**config.mk**
```make
export PLATFORM = sky130hd
export DESIGN_NAME = fetch_decode_queue_flat
export DESIGN_NICKNAME = d
export VERILOG_FILES = /design/src/rtl/fetch_decode_if.sv /design/src/rtl/fetch_decode_queue.sv /design/src/flat_wrapper.sv
export SDC_FILE = /design/constraint.sdc
export NUM_CORES = 1
export LEC_CHECK = 0
export ABC_CLOCK_PERIOD_IN_PS = 4600
export CORE_MARGIN = 1
export CORE_UTILIZATION = 45
export CTS_CLUSTER_SIZE = 30
export DETAILED_ROUTE_END_ITERATION = 6
export DONT_BUFFER_PORTS = 1
export GPL_TIMING_DRIVEN = 0
export PLACE_DENSITY = 0.71
export SLEW_MARGIN = 20
export SYNTH_ARGS = -nofsm -noshare
export SYNTH_HDL_FRONTEND = slang
export SYNTH_SLANG_ARGS = --single-unit
```
**constraint.sdc**
```tcl
create_clock -name clk -period 4.6 [get_ports clk]
set_input_delay 0.92 -clock clk [delete_from_list [all_inputs] [get_ports clk]]
set_output_delay 0.92 -clock clk [all_outputs]
set_load 0.01 [all_outputs]
```
**src/rtl/fetch_decode_if.sv**
```systemverilog
// Fetch-to-decode handshake bundle: fetch pushes words in, decode pops them out.
// "master" is the fetch/decode environment side; "slave" is the queue.
interface fetch_decode_if #(
  parameter int unsigned XLEN = 32
);
  logic            in_valid;
  logic            in_ready;
  logic [XLEN-1:0] in_instruction;
  logic [XLEN-1:0] in_address;
  logic [XLEN-1:0] in_next_address;
  logic            out_valid;
  logic            out_ready;
  logic [XLEN-1:0] out_instruction;
  logic [XLEN-1:0] out_address;
  logic [XLEN-1:0] out_next_address;

  modport master (
    output in_valid, in_instruction, in_address, in_next_address, out_ready,
    input  in_ready, out_valid, out_instruction, out_address, out_next_address
  );

  modport slave (
    input  in_valid, in_instruction, in_address, in_next_address, out_ready,
    output in_ready, out_valid, out_instruction, out_address, out_next_address
  );
endinterface

```
**src/rtl/fetch_decode_queue.sv**
```systemverilog
// Instruction buffer between fetch and decode: circular FIFO of DEPTH words,
// flushed wholesale on a taken jump/branch.
module fetch_decode_queue #(
  parameter int unsigned DEPTH = 4,
  parameter int unsigned XLEN  = 32
) (
  input  logic                     clk,
  input  logic                     rst_n,
  input  logic                     flush,
  fetch_decode_if.slave            bus,
  output logic [$clog2(DEPTH):0]   count
);
  localparam int unsigned   AW   = $clog2(DEPTH);
  localparam logic [AW:0]   FULL = (AW+1)'(DEPTH);
  localparam logic [XLEN-1:0] NOP = XLEN'(32'h0000_0013);

  logic [XLEN-1:0] mem_instr [DEPTH];
  logic [XLEN-1:0] mem_addr  [DEPTH];
  logic [XLEN-1:0] mem_next  [DEPTH];
  logic [AW-1:0]   rd_ptr;
  logic [AW-1:0]   wr_ptr;
  logic [AW:0]     cnt;
  logic            push;
  logic            pop;

  // in_ready depends only on registered count, so a full queue refuses a push
  // even while decode pops in the same cycle.
  assign bus.in_ready  = (cnt < FULL);
  assign bus.out_valid = (cnt != '0);
  assign push  = bus.in_valid & bus.in_ready;
  assign pop   = bus.out_valid & bus.out_ready;
  assign count = cnt;

  always_ff @(posedge clk or negedge rst_n) begin
    if (!rst_n) begin
      rd_ptr <= '0;
      wr_ptr <= '0;
      cnt    <= '0;
    end else if (flush) begin
      rd_ptr <= '0;
      wr_ptr <= '0;
      cnt    <= '0;
    end else begin
      if (push) wr_ptr <= wr_ptr + 1'b1;
      if (pop)  rd_ptr <= rd_ptr + 1'b1;
      if (push && !pop)      cnt <= cnt + 1'b1;
      else if (pop && !push) cnt <= cnt - 1'b1;
    end
  end

  always_ff @(posedge clk) begin
    if (push && !flush) begin
      mem_instr[wr_ptr] <= bus.in_instruction;
      mem_addr[wr_ptr]  <= bus.in_address;
      mem_next[wr_ptr]  <= bus.in_next_address;
    end
  end

  always_comb begin
    bus.out_instruction  = NOP;
    bus.out_address      = '0;
    bus.out_next_address = '0;
    if (cnt != '0) begin
      bus.out_instruction  = mem_instr[rd_ptr];
      bus.out_address      = mem_addr[rd_ptr];
      bus.out_next_address = mem_next[rd_ptr];
    end
  end
endmodule
```
**src/flat_wrapper.sv**
```systemverilog
// flat-port wrapper written by rule: the top's interface ports become plain ports
module fetch_decode_queue_flat 
#(
  parameter int unsigned DEPTH = 4,
  parameter int unsigned XLEN  = 32
)
  (clk, rst_n, flush, count, bus_in_valid, bus_in_instruction, bus_in_address, bus_in_next_address, bus_out_ready, bus_in_ready, bus_out_valid, bus_out_instruction, bus_out_address, bus_out_next_address);
  fetch_decode_if #(.XLEN(XLEN)) bus_i ();
  input  logic clk;
  input  logic rst_n;
  input  logic flush;
  output logic [$clog2(DEPTH):0] count;
  input wire logic [$bits(bus_i.in_valid)-1:0] bus_in_valid;
  input wire logic [$bits(bus_i.in_instruction)-1:0] bus_in_instruction;
  input wire logic [$bits(bus_i.in_address)-1:0] bus_in_address;
  input wire logic [$bits(bus_i.in_next_address)-1:0] bus_in_next_address;
  input wire logic [$bits(bus_i.out_ready)-1:0] bus_out_ready;
  output wire logic [$bits(bus_i.in_ready)-1:0] bus_in_ready;
  output wire logic [$bits(bus_i.out_valid)-1:0] bus_out_valid;
  output wire logic [$bits(bus_i.out_instruction)-1:0] bus_out_instruction;
  output wire logic [$bits(bus_i.out_address)-1:0] bus_out_address;
  output wire logic [$bits(bus_i.out_next_address)-1:0] bus_out_next_address;
  assign bus_i.in_valid = bus_in_valid;
  assign bus_i.in_instruction = bus_in_instruction;
  assign bus_i.in_address = bus_in_address;
  assign bus_i.in_next_address = bus_in_next_address;
  assign bus_i.out_ready = bus_out_ready;
  assign bus_in_ready = bus_i.in_ready;
  assign bus_out_valid = bus_i.out_valid;
  assign bus_out_instruction = bus_i.out_instruction;
  assign bus_out_address = bus_i.out_address;
  assign bus_out_next_address = bus_i.out_next_address;
  fetch_decode_queue #(.DEPTH(DEPTH), .XLEN(XLEN)) u_core (.clk(clk), .rst_n(rst_n), .flush(flush), .bus(bus_i), .count(count));
endmodule
```
==> results_dict.tcl, run 1 <==
set metrics [dict create \
    layout_commonest_cell "edfxtp_1" \
    drt_iter0_drc 348 \
    clk_pin_slew_ns 0.06 \
    synth-seq-cells 391 \
    cts_resized 0 \
    fmax_mhz 279 \
    cp_cell_sequence "buf_2 > nor3_2 > inv_1 > buf_2 > clkbuf_1 > and2_1" \
    dp.cells 1120 \
    p_seq_share_pct 47.1 \
    holdWs_ns 0.0956 \
    gp_congestion 0.716 \
    worstSetupEndpointType "output port" \
    ctsHoldBuffers 0 \
    critPathRequiredTime_ns 3.68 \
    instances_no_fill 1191 \
    ff2ff_setup_slack_ns 1.70 \
    hold_path.class "input pin to async pin" \
    fin_nets 825 \
    antenna_found_initial 1 \
    die_area_um2 34100 \
    postCtsSetupRepairBufs 0 \
    reg2reg_depth 10 \
    dp_hpwl_um 18400 \
    slowest_delay_ns 0.44 \
    clock_path_buffers 3 \
    pwr-share-comb_pct 18.5 \
    synth.avg_cell_area_um2 22.4 \
    mostFrequentLayoutCells "edfxtp_1 (384), mux4_2 (96), and2_1 (93)" \
    timing.rr.start "u_core.count[0]" \
    grt_max_degree 50 \
    synth_fp_nets 776 \
    clk_latency_ns 0.53 \
    critPathLaunchType "flip-flop" \
    vias_per_cell 5.44 \
    p_leak_nw 5.30 \
    cts_htree_levels 2 \
    max-cap-violations 0 \
    final_core_util_pct 52.1 \
    ys_warn_count 0 \
    synth_area_um2 15000 \
    cts.sinks 391 \
    final_antenna_net_count 0 \
    initial_core_util_pct 46.0 \
    ys_seq_area_share_pct 78.1 \
    worstSetupEndpoint "bus_out_address[28]" \
    drv_slew 0 \
    root_buffer "clkbuf_16" \
    die_x_um 185 \
    fp.dieH_um 185 \
    diodes 0 \
    gr-total-overflow 0 \
    area_growth_syn_to_layout_pct 13.3 \
    status "finished clean" \
    p_per_area_nw_per_um2 516 \
    port_buffers 0 \
    netlist_instances 670 \
    post_drt_wl_per_cell_um 23.5 \
    crit_path_max_fanout 10 \
    rsz0062_at_grt "no" \
    drive_above_1_share_pct 24.7 \
    fin_crit_sh_pct 78.0 \
    io_pins 202 \
    rows 66 \
    internal_power_mw 6.51 \
    grt_pass1_vias 7209 \
    peakVddDrop_mv 0.280 \
    path_class "flip-flop to output port" \
    setup_viol 0 \
    layout_min_cycle_time_ns 3.59 \
    cts_tree "yes" \
    drc 0 \
    worst_pin_slew_ns 0.763 \
    critPathArrivalTime_ns 2.67 \
    slew_headroom_pct 49.1 \
    grt_usage_pct 16.8 \
    switching_share_pct 25.6 \
    r2r_end "u_core.count[2]" \
    hold_violations 0 \
    fin_tns_setup_ns 0 \
    crit_path_start "u_core.count[0]" \
    clkPwrFrac_pct 34.5 \
    cp_slowest_cell "dfrtp_1" \
    cts_made_buffers 39 \
    synth_cell_type_count 29 \
    grt_pass1_wl_um 42400 \
    dr_total_vias 6476 \
    power_switching_mw 2.24 \
    first_pass_iters 4 \
    skew_ns 0.0140 \
    core_um2 32600 \
    crit_top_cell "buf_2" \
    wl_um 28000 \
]
## metrics by stage
stage,setup WS (ns),area (µm²),power [mW]
4_1_cts,0.771,17000,8.89
6_report,1.01,17000,8.76
3_5_place_dp,1.34,15800,5.87
3_3_place_gp,-0.972,15500,5.82
5_1_grt,0.721,17000,9.14
2_1_floorplan,0.636,15000,5.45
## critical path, delay by kind of cell (launching register included)
family        cells  cell delay (ns)
simple gates      2             0.62
buf+inv           4             1.08
flops             1             0.44
## layer usage
layer / part of all wire (%) / GRT usage, %
met1: 37 / 19.2
met2: 52 / 29.8
met3: 8.8 / 6.09
met4: 1.8 / 4.33
met5: 0.046 / 0
## how the worst min path moves through the flow
stage                      from          endpoint  slack, ns  cells after the start
4_1_cts                   rst_n  u_core.wr_ptr[0]       0.07                      0
6_report                  rst_n  u_core.rd_ptr[0]        0.1                      0
5_1_grt                   rst_n  u_core.wr_ptr[0]       0.06                      0
3_3_place_gp   u_core.wr_ptr[0]  u_core.wr_ptr[0]       0.55                      2
3_5_place_dp   u_core.wr_ptr[1]  u_core.wr_ptr[1]       0.58                      2
2_1_floorplan  u_core.wr_ptr[0]  u_core.wr_ptr[0]       0.54                      2
## flip-flops by register name, indices dropped and copies added, names as in the netlist
register / count
u_core.count: 3
u_core.mem_next: 128
u_core.wr_ptr: 2
u_core.mem_instr: 128
u_core.rd_ptr: 2
u_core.mem_addr: 128
## synthesized netlist by cell type (all sizes together)
library cell / instances / share of area [%]
nor3: 1 / 0.067
buf: 20 / 0.91
a21o: 1 / 0.050
o21ai: 4 / 0.13
mux2i: 1 / 0.067
or2: 3 / 0.13
fa: 1 / 0.13
dfrtp: 7 / 1.2
and2: 97 / 4.0
a311oi: 1 / 0.058
nor2: 4 / 0.10
a2bb2oi: 1 / 0.058
edfxtp: 384 / 77
nand2: 8 / 0.20
xnor2: 1 / 0.058
nand3b: 1 / 0.050
ha: 4 / 0.33
mux4: 96 / 14
a2111oi: 1 / 0.058
xor2: 3 / 0.18
nand3: 2 / 0.067
nand2b: 1 / 0.042
clkbuf: 15 / 0.38
a21oi: 6 / 0.20
inv: 6 / 0.15
nor2b: 1 / 0.042
## area by class of cell
class                           count  area, µm²
Fill cell                        2488      15600
Sequential cell                   391      11700
Multi-Input combinational cell    238       3080
Clock buffer                       48       1020
Tap cell                          442        553
Timing Repair Buffer                8        205
Clock inverter                     23        203
Buffer                             35        193
Inverter                            6       22.5
## cell families after synthesis
group                      count (synthesis)  synth area share, %
adders and majority gates                  5                0.467
muxes                                     97                 14.5
and+or+nand+nor                          118                 4.74
DFF                                      391                 78.1
buffers and inverters                     41                 1.44
xor gates and xnor gates                   4                0.234
AOI/OAI and AO/OA                         14                0.559
## power by group through the flow
stage | Combinational [mW] | Clock (mW) | Sequential, mW
6_report | 1.62 | 3.02 | 4.12
5_1_grt | 1.78 | 3.23 | 4.13
4_1_cts | 1.68 | 3.09 | 4.12
3_5_place_dp | 1.68 | 0 | 4.20
3_3_place_gp | 1.61 | 0 | 4.21
2_1_floorplan | 1.26 | 0 | 4.19
No activity file was read; power rests on OpenSTA's default activity.
==> run 2, diff against run 1 <==
- ABC_CLOCK_PERIOD_IN_PS: 4600 -> 3300
- PLACE_DENSITY: 0.71 -> 0.73
- clock period: 4.6 -> 3.3 ns (I/O delays scaled with it)
==> results_dict.tcl, run 2 (synthesized netlist as in run 1, its figures left out) <==
set metrics [dict create \
    grt_pass1_vias 6975 \
    dr_total_vias 6432 \
    grt_usage_pct 16.9 \
    skew_ns 0.00731 \
    core_um2 32600 \
    power_switching_mw 3.09 \
    status "finished clean" \
    post_drt_wl_per_cell_um 23.6 \
    critPathArrivalTime_ns 2.39 \
    fp.dieH_um 185 \
    peakVddDrop_mv 0.487 \
    cts_htree_levels 2 \
    cts.sinks 391 \
    grt_pass1_wl_um 41800 \
    drv_slew 0 \
    drc 0 \
    dpl_worst_slack_ns 0.244 \
    cts_tree "yes" \
    clkPwrFrac_pct 33.1 \
    fin_tns_setup_ns 0 \
    hold_start "bus_in_next_address[0]" \
    die_x_um 185 \
    final_core_util_pct 51.9 \
    gp_congestion 0.704 \
    io_pins 202 \
    pwr-share-comb_pct 19.1 \
    area_growth_syn_to_layout_pct 13.0 \
    final_area_um2 16900 \
    slew_headroom_pct 53.9 \
    setup_viol 0 \
    path_class "flip-flop to output port" \
    clk_latency_ns 0.51 \
    timing.rr.start "u_core.count[0]" \
    layout_min_cycle_time_ns 3.05 \
    layout_commonest_cell "edfxtp_1" \
    fin_crit_sh_pct 92.6 \
    critPathLaunchType "flip-flop" \
    rows 66 \
    crit_path_start "u_core.count[0]" \
    hold_path.class "input pin to flip-flop" \
    diodes 0 \
    first_pass_iters 4 \
    switching_share_pct 25.7 \
    drt_iter0_drc 330 \
    grt_max_degree 46 \
    clk_pin_slew_ns 0.06 \
    gr-total-overflow 0 \
    critPathRequiredTime_ns 2.64 \
    wl_um 28000 \
    fin_nets 827 \
    worstSetupEndpointType "output port" \
    p_seq_share_pct 47.9 \
    final_antenna_net_count 0 \
    internal_power_mw 8.91 \
    dp_hpwl_um 17900 \
    vias_per_cell 5.41 \
    p_per_area_nw_per_um2 708 \
    holdWs_ns 0.238 \
    crit_path_max_fanout 10 \
    p_leak_nw 5.27 \
    reg_top3 "u_core.mem_addr (128), u_core.mem_instr (128), u_core.mem_next (128)" \
    antenna_found_initial 0 \
    port_buffers 0 \
    max-cap-violations 0 \
    placed_area_um2 15800 \
    hold_violations 0 \
    mostFrequentLayoutCells "edfxtp_1 (384), mux4_2 (96), and2_1 (93)" \
    setup_slack_ns 0.245 \
    fmax_mhz 327 \
    initial_core_util_pct 46.0 \
    root_buffer "clkbuf_16" \
    cts_made_buffers 40 \
    clock_path_buffers 3 \
    rsz0062_at_grt "no" \
    worst_pin_slew_ns 0.691 \
    die_area_um2 34100 \
    drive_above_1_share_pct 24.1 \
]
==> run 2: final cells by class <==
| type | instances | area [µm²] |
|---|---|---|
| Tap cell | 442 | 553 |
| Sequential cell | 391 | 11700 |
| Clock buffer | 52 | 1070 |
| Multi-Input combinational cell | 238 | 3090 |
| Fill cell | 2520 | 15700 |
| Timing Repair Buffer | 9 | 230 |
| Buffer | 35 | 199 |
| Clock inverter | 16 | 76.3 |
| Inverter | 6 | 22.5 |
==> run 2: critical path, cell delays in order, from the launching register on <==
cell and delay [ns]:
dfrtp_1 0.46, buf_2 0.22, nor3_4 0.29, inv_2 0.19, clkbuf_4 0.26, clkbuf_2 0.22
and2_1 0.23
==> run 2: through the flow <==
stage,instances,power (mW)
2_1_floorplan,670,7.58
3_3_place_gp,1112,8.15
3_5_place_dp,1120,8.20
4_1_cts,1189,12.2
5_1_grt,1189,12.5
6_report,1189,12.0
==> run 2: metal layers <==
layer,routed length [µm],global-route usage [%],share of wire (%)
met1,10700,19.6,38
met2,13900,28.3,50
met3,2850,7.43,10
met4,581,4.77,2.1
met5,0,0,0
==> run 2: power by group through the flow <==
stage / sequential (mW) / combinational, mW / clock [mW]
after floorplan: 5.83 / 1.75 / 0
after global placement: 5.85 / 2.30 / 0
after detailed placement: 5.85 / 2.35 / 0
after CTS: 5.75 / 2.37 / 4.08
after global routing: 5.76 / 2.51 / 4.26
final: 5.74 / 2.29 / 3.97
==> run 2: repair_timing <==
action | in CTS | in global routing
setup endpoints to repair | 30 | 11
gates resized for setup | 5 | 1
hold buffers | 1 | 0
hold endpoints to repair | 7 | 0
buffers inserted | 0 | 0
==> run 2: worst paths after layout <==
kind                                             to  cells after the start  slack, ns
setup / recovery           bus_out_next_address[14]                      6       0.25
hold / removal                u_core.mem_next[1][0]                      0       0.24
setup reg to reg                    u_core.count[1]                      8       0.63
hold reg to reg                    u_core.wr_ptr[0]                      2       0.58
max in group asynchronous           u_core.count[2]                      1       2.56
min in group asynchronous          u_core.wr_ptr[0]                      1       0.48
